==> config.mk <==
export PLATFORM = sky130hd
export DESIGN_NAME = pc_fetch_ctrl
export DESIGN_NICKNAME = d
export VERILOG_FILES = /design/src/rtl/pc_fetch_ctrl.sv
export SDC_FILE = /design/constraint.sdc
export NUM_CORES = 1
export LEC_CHECK = 0
export BUFFER_PORTS_ARGS = -buffer_cell sky130_fd_sc_hd__buf_2
export CORE_ASPECT_RATIO = 1.4
export CORE_MARGIN = 3
export CORE_UTILIZATION = 40
export CTS_BUF_LIST = sky130_fd_sc_hd__clkbuf_2
export DETAILED_ROUTE_END_ITERATION = 16
export PLACE_DENSITY_LB_ADDON = 0.08
export SLEW_MARGIN = 30
export SYNTH_ARGS = -nofsm -noshare
export SYNTH_HDL_FRONTEND = slang
export SYNTH_SLANG_ARGS = --single-unit
export TNS_END_PERCENT = 30
==> constraint.sdc <==
create_clock -name clk -period 6.85 [get_ports clk]
set_input_delay 0.3425 -clock clk [delete_from_list [all_inputs] [get_ports clk]]
set_output_delay 0.3425 -clock clk [all_outputs]
set_load 0.01 [all_outputs]
==> src/rtl/pc_fetch_ctrl.sv <==
// Registered fetch-address unit: predicts jXX taken, predicts ret from a circular
// return-address stack, and accepts redirects from M (jXX miss) and W (ret miss).
module pc_fetch_ctrl #(
  parameter int                ADDR_W    = 64,
  parameter int                RAS_DEPTH = 8,
  parameter logic [ADDR_W-1:0] RESET_PC  = '0
) (
  input  logic                         clk,
  input  logic                         rst_n,
  input  logic                         stall,
  input  logic [3:0]                   f_icode,
  input  logic [ADDR_W-1:0]            f_valC,
  input  logic [ADDR_W-1:0]            f_valP,
  input  logic                         m_mispredict,
  input  logic [ADDR_W-1:0]            m_valA,
  input  logic                         w_ret_miss,
  input  logic [ADDR_W-1:0]            w_valM,
  output logic [ADDR_W-1:0]            pc,
  output logic [$clog2(RAS_DEPTH):0]   ras_count,
  output logic                         ras_overflow,
  output logic                         ret_wait,
  output logic                         halted
);

  localparam int PTR_W = $clog2(RAS_DEPTH);
  localparam logic [PTR_W:0] FULL_CNT = (PTR_W+1)'(RAS_DEPTH);

  logic [ADDR_W-1:0] r_ras [RAS_DEPTH];
  logic [PTR_W-1:0]  r_ptr;
  logic [PTR_W:0]    r_count;
  logic [ADDR_W-1:0] r_pc;
  logic              r_overflow;
  logic              r_ret_wait;
  logic              r_halted;

  logic              w_run;
  logic              w_push;
  logic              w_pop;
  logic              w_full;
  logic              w_bad_op;
  logic [ADDR_W-1:0] w_top;

  always_comb begin
    w_run    = !w_ret_miss && !m_mispredict && !stall && !r_halted && !r_ret_wait;
    w_full   = (r_count == FULL_CNT);
    w_bad_op = (f_icode == 4'd0) || (f_icode > 4'd11);
    w_push   = w_run && (f_icode == 4'd8);
    w_pop    = w_run && (f_icode == 4'd9) && (r_count != '0);
    w_top    = r_ras[r_ptr - PTR_W'(1)];
  end

  // r_ptr always names the next free slot, so when full it also names the oldest entry
  always_ff @(posedge clk) begin
    if (w_push) r_ras[r_ptr] <= f_valP;
  end

  always_ff @(posedge clk or negedge rst_n) begin
    if (!rst_n) begin
      r_pc       <= RESET_PC;
      r_ptr      <= '0;
      r_count    <= '0;
      r_overflow <= 1'b0;
      r_ret_wait <= 1'b0;
      r_halted   <= 1'b0;
    end else begin
      if (w_ret_miss) begin
        r_pc       <= w_valM;
        r_ret_wait <= 1'b0;
        r_halted   <= 1'b0;
      end else if (m_mispredict) begin
        r_pc       <= m_valA;
        r_ret_wait <= 1'b0;
        r_halted   <= 1'b0;
      end else if (w_run) begin
        if (w_bad_op) begin
          r_halted <= 1'b1;
        end else begin
          case (f_icode)
            4'd7:    r_pc <= f_valC;
            4'd8:    r_pc <= f_valC;
            4'd9: begin
              if (r_count != '0) r_pc <= w_top;
              else               r_ret_wait <= 1'b1;
            end
            default: r_pc <= f_valP;
          endcase
        end
      end

      // Stack bookkeeping; a full push overwrites the oldest entry
      if (w_push) begin
        r_ptr <= r_ptr + PTR_W'(1);
        if (w_full) r_overflow <= 1'b1;
        else        r_count    <= r_count + (PTR_W+1)'(1);
      end else if (w_pop) begin
        r_ptr   <= r_ptr - PTR_W'(1);
        r_count <= r_count - (PTR_W+1)'(1);
      end
    end
  end

  assign pc           = r_pc;
  assign ras_count    = r_count;
  assign ras_overflow = r_overflow;
  assign ret_wait     = r_ret_wait;
  assign halted       = r_halted;

endmodule
==> impl_metrics.csv <==
group,metric,value,unit
logic_synthesis,ys_top_cells_by_area,"edfxtp_1 63%, mux4_2 12%, dfrtp_1 7.6%, a22o_1 2.3%, a221oi_1 2.3%",
logic_synthesis,yosys_warnings,0,
timing,setup_violations,0,
logic_synthesis,synth_top_area_share,0.6314,
global_routing,overflow,0,
cells_and_area,fin_area,32240,um^2
cells_and_area,layout-drive-gt1-share,0.3260,
logic_synthesis,synth_edf_count,512,
setup_path,regToRegSetupSlack,2.11,ns
logic_synthesis,syn_inst,1413,
die,coreArea,59950,um^2
cells_and_area,post-route-util,0.5378,
routing,wirelength,76180,um
clock_tree,htree_levels,4,
setup_path,start_kind,"flip-flop",
logic_synthesis,synth_nets,1682,
routing,drc,0,
routing,viasPerCell,5.590,
logic_synthesis,synth.distinct_cells,41,
clock_tree,ctsResizeCount,0,
logic_synthesis,synth.largest_area_cell,"edfxtp_1",
timing,fin_ws,2.106,ns
setup_path,crit_required,7.80,ns
timing,min_period,4.744,ns
logic_synthesis,async_flop_share,0.1263,
die,fp-row-count,106,
die,io_pins,336,
timing,finalHoldViolCount,0,
pwr,peakVddDrop,0.0002183,V
clock_tree,path_clk_slew,0.11,ns
die,die_w,214.5,um
cells_and_area,fill_cells,5141,
routing,first_iter_violations,1270,
clock_tree,holdBufCountCts,390,
logic_synthesis,yosysMostFrequentCell,"edfxtp_1",
clock_tree,clk_latency,1.13,ns
global_routing,grt_pass1_vias,18970,
place,portBuffers,335,
clock_tree,root_buffer,"clkbuf_2",
setup_path,cp_data_arrival_time,5.70,ns
cells_and_area,final_net_count,2469,
pwr,power_leakage,11.52,nW
global_routing,grt_max_degree,74,
timing,skew,0.07307,ns
logic_synthesis,synthesis.area,24350,um^2
die,dieArea,63910,um^2
routing,drt_pass1_iterations,5,
timing,fin_crit_sh,0.6926,
clock_tree,clock_sinks,586,
clock_tree,postCtsSetupBuffers,0,
global_routing,grt_pass1_wl,115700,um
min_path,holdCritPathClass,"in -> reg",
timing,slew_headroom,0.3415,
routing,vias,17500,
clock_tree,cts_made_buffers,145,
place,place_area,26970,um^2
timing,setup-tns-final,0,ns
place,gp_congestion,0.7510,
global_routing,grt_usage,0.2389,
cells_and_area,area_growth,32.42,%
cells_and_area,fin_cells,3130,
routing,ant_nets,0,
flow_run,maxCapViolCount,0,
clock_tree,cts_tree,"yes",
timing,rsz0062_at_grt,"false",
routing,wire_per_inst,24.34,um
setup_path,endpoint_kind,"flip-flop",
timing,final_max_slew_viol_count,0,
place,dp_cells,2473,
logic_synthesis,synthFlopType,"edfxtp_1",
pwr,powerDensity,278.2,nW/um^2
die,start_util,0.4062,
place,dp_hpwl,40390,um
logic_synthesis,avgSynthCellArea,17.23,um^2
setup_path,path_class,"reg -> reg",
clock_tree,cts_buffer_depth,3,
place,place_ws,2.947,ns
status,status,"complete, no violations",
timing,worstMarginPinSlew,0.9877,ns
setup_path,critPathMaxFanout,42,
logic_synthesis,synth-seq-cells,586,
die,die_h,297.9,um
global_routing,antenna_found_initial,5,
timing,clock.fmax,210.8,MHz
logic_synthesis,ys_seq_area_frac,0.7075,
logic_synthesis,synth_common_cells,"512 x edfxtp_1, 137 x nand2_1, 128 x mux4_2",
## metrics by stage
stage | hold WS (ns) | power, mW
after floorplan | 0.04691 | 5.753
after global placement | 0.2510 | 6.430
after detailed placement | 0.2499 | 6.472
after CTS | 0.001877 | 9.091
after global routing | 0.06805 | 9.451
final | 0.1564 | 8.971
## cells in the final DEF, fill, tap and decap left out, types with 2 or more instances in the layout
cell type / synthesis / routed
edfxtp_1: 512 / 512
dlygate4sd3_1: 0 / 390
buf_2: 33 / 333
clkbuf_2: 0 / 223
nand2_1: 137 / 136
mux4_2: 128 / 128
dfrtp_1: 74 / 73
nor2_1: 73 / 67
o22ai_1: 65 / 65
a22o_1: 65 / 65
a22oi_1: 64 / 64
a221oi_1: 64 / 64
o2111ai_1: 64 / 64
clkinv_1: 0 / 26
buf_4: 0 / 23
inv_2: 1 / 10
xnor2_1: 6 / 6
nor2_4: 0 / 6
inv_1: 6 / 5
buf_6: 0 / 5
diode_2: 0 / 4
a21oi_1: 4 / 3
ha_1: 4 / 3
bufinv_16: 0 / 3
buf_12: 0 / 3
nor3_2: 0 / 2
nor4_1: 2 / 2
nor3_1: 4 / 2
xor2_1: 2 / 2
a31oi_1: 3 / 2
clkinv_2: 0 / 2
## sequential cells by signal, summed over array words and instances (netlist names)
| name | count |
|---|---|
| ras_count | 4 |
| halted | 1 |
| ras_overflow | 1 |
| pc | 64 |
| ret_wait | 1 |
| r_ptr | 3 |
| r_ras | 512 |
## path summary, 6_finish.rpt
check	startpoint	to	cells after the start
max	r_ptr[0]	pc[54]	8
min	f_valP[13]	r_ras[2][13]	2
max reg2reg	r_ptr[0]	pc[54]	8
min reg2reg	ras_overflow	ras_overflow	1
max in group asynchronous	rst_n	pc[27]	4
min in group asynchronous	rst_n	pc[7]	4
## kinds of logic after synthesis
family | Yosys count | synth area share
DFF | 586 | 0.7075
AOI/OAI and AO/OA | 336 | 0.1104
and+or+nand+nor | 229 | 0.03823
muxes | 128 | 0.1184
buffers and inverters | 122 | 0.02050
xor gates and xnor gates | 8 | 0.002878
adders and majority gates | 4 | 0.002056
## cell type report
cell class / instances / area (um^2) / share of cell area
multi-input combinational: 705 / 6736 / 0.2089
clock inverter: 40 / 235.2 / 0.007296
inverter: 7 / 26.28 / 0.0008149
sequential: 586 / 17230 / 0.5344
timing repair buffer: 755 / 5874 / 0.1822
tap: 810 / 1013 / 0.03143
clock buffer: 223 / 1116 / 0.03462
antenna: 4 / 10.01 / 0.0003105
## metal layers
metal / vias to the layer above / routed length (um) / share of wire / track usage
met5: - / 0 / 0 / 0
met4: 0 / 2383 / 0.031 / 0.09304
met3: 149 / 4897 / 0.064 / 0.04673
met2: 720 / 38850 / 0.51 / 0.4145
met1: 9020 / 30040 / 0.39 / 0.2962
li1: 7609 / - / - / -
## worst max-delay path: stages, from the launching register on
cell	delay, ns
dfrtp_4	0.88
buf_4	0.67
buf_4	0.80
mux4_2	0.61
nand2_1	0.11
o2111ai_1	0.10
dlygate4sd3_1	0.60
a22o_1	0.17
dlygate4sd3_1	0.55
## where the power goes
| group | switching (mW) | leakage (nW) | internal [mW] |
|---|---|---|---|
| combinational | 1.18 | 5.00 | 1.34 |
| sequential | 0.128 | 5.47 | 3.95 |
| clock | 1.39 | 1.05 | 0.975 |
Power figures use the tool's default switching activity.
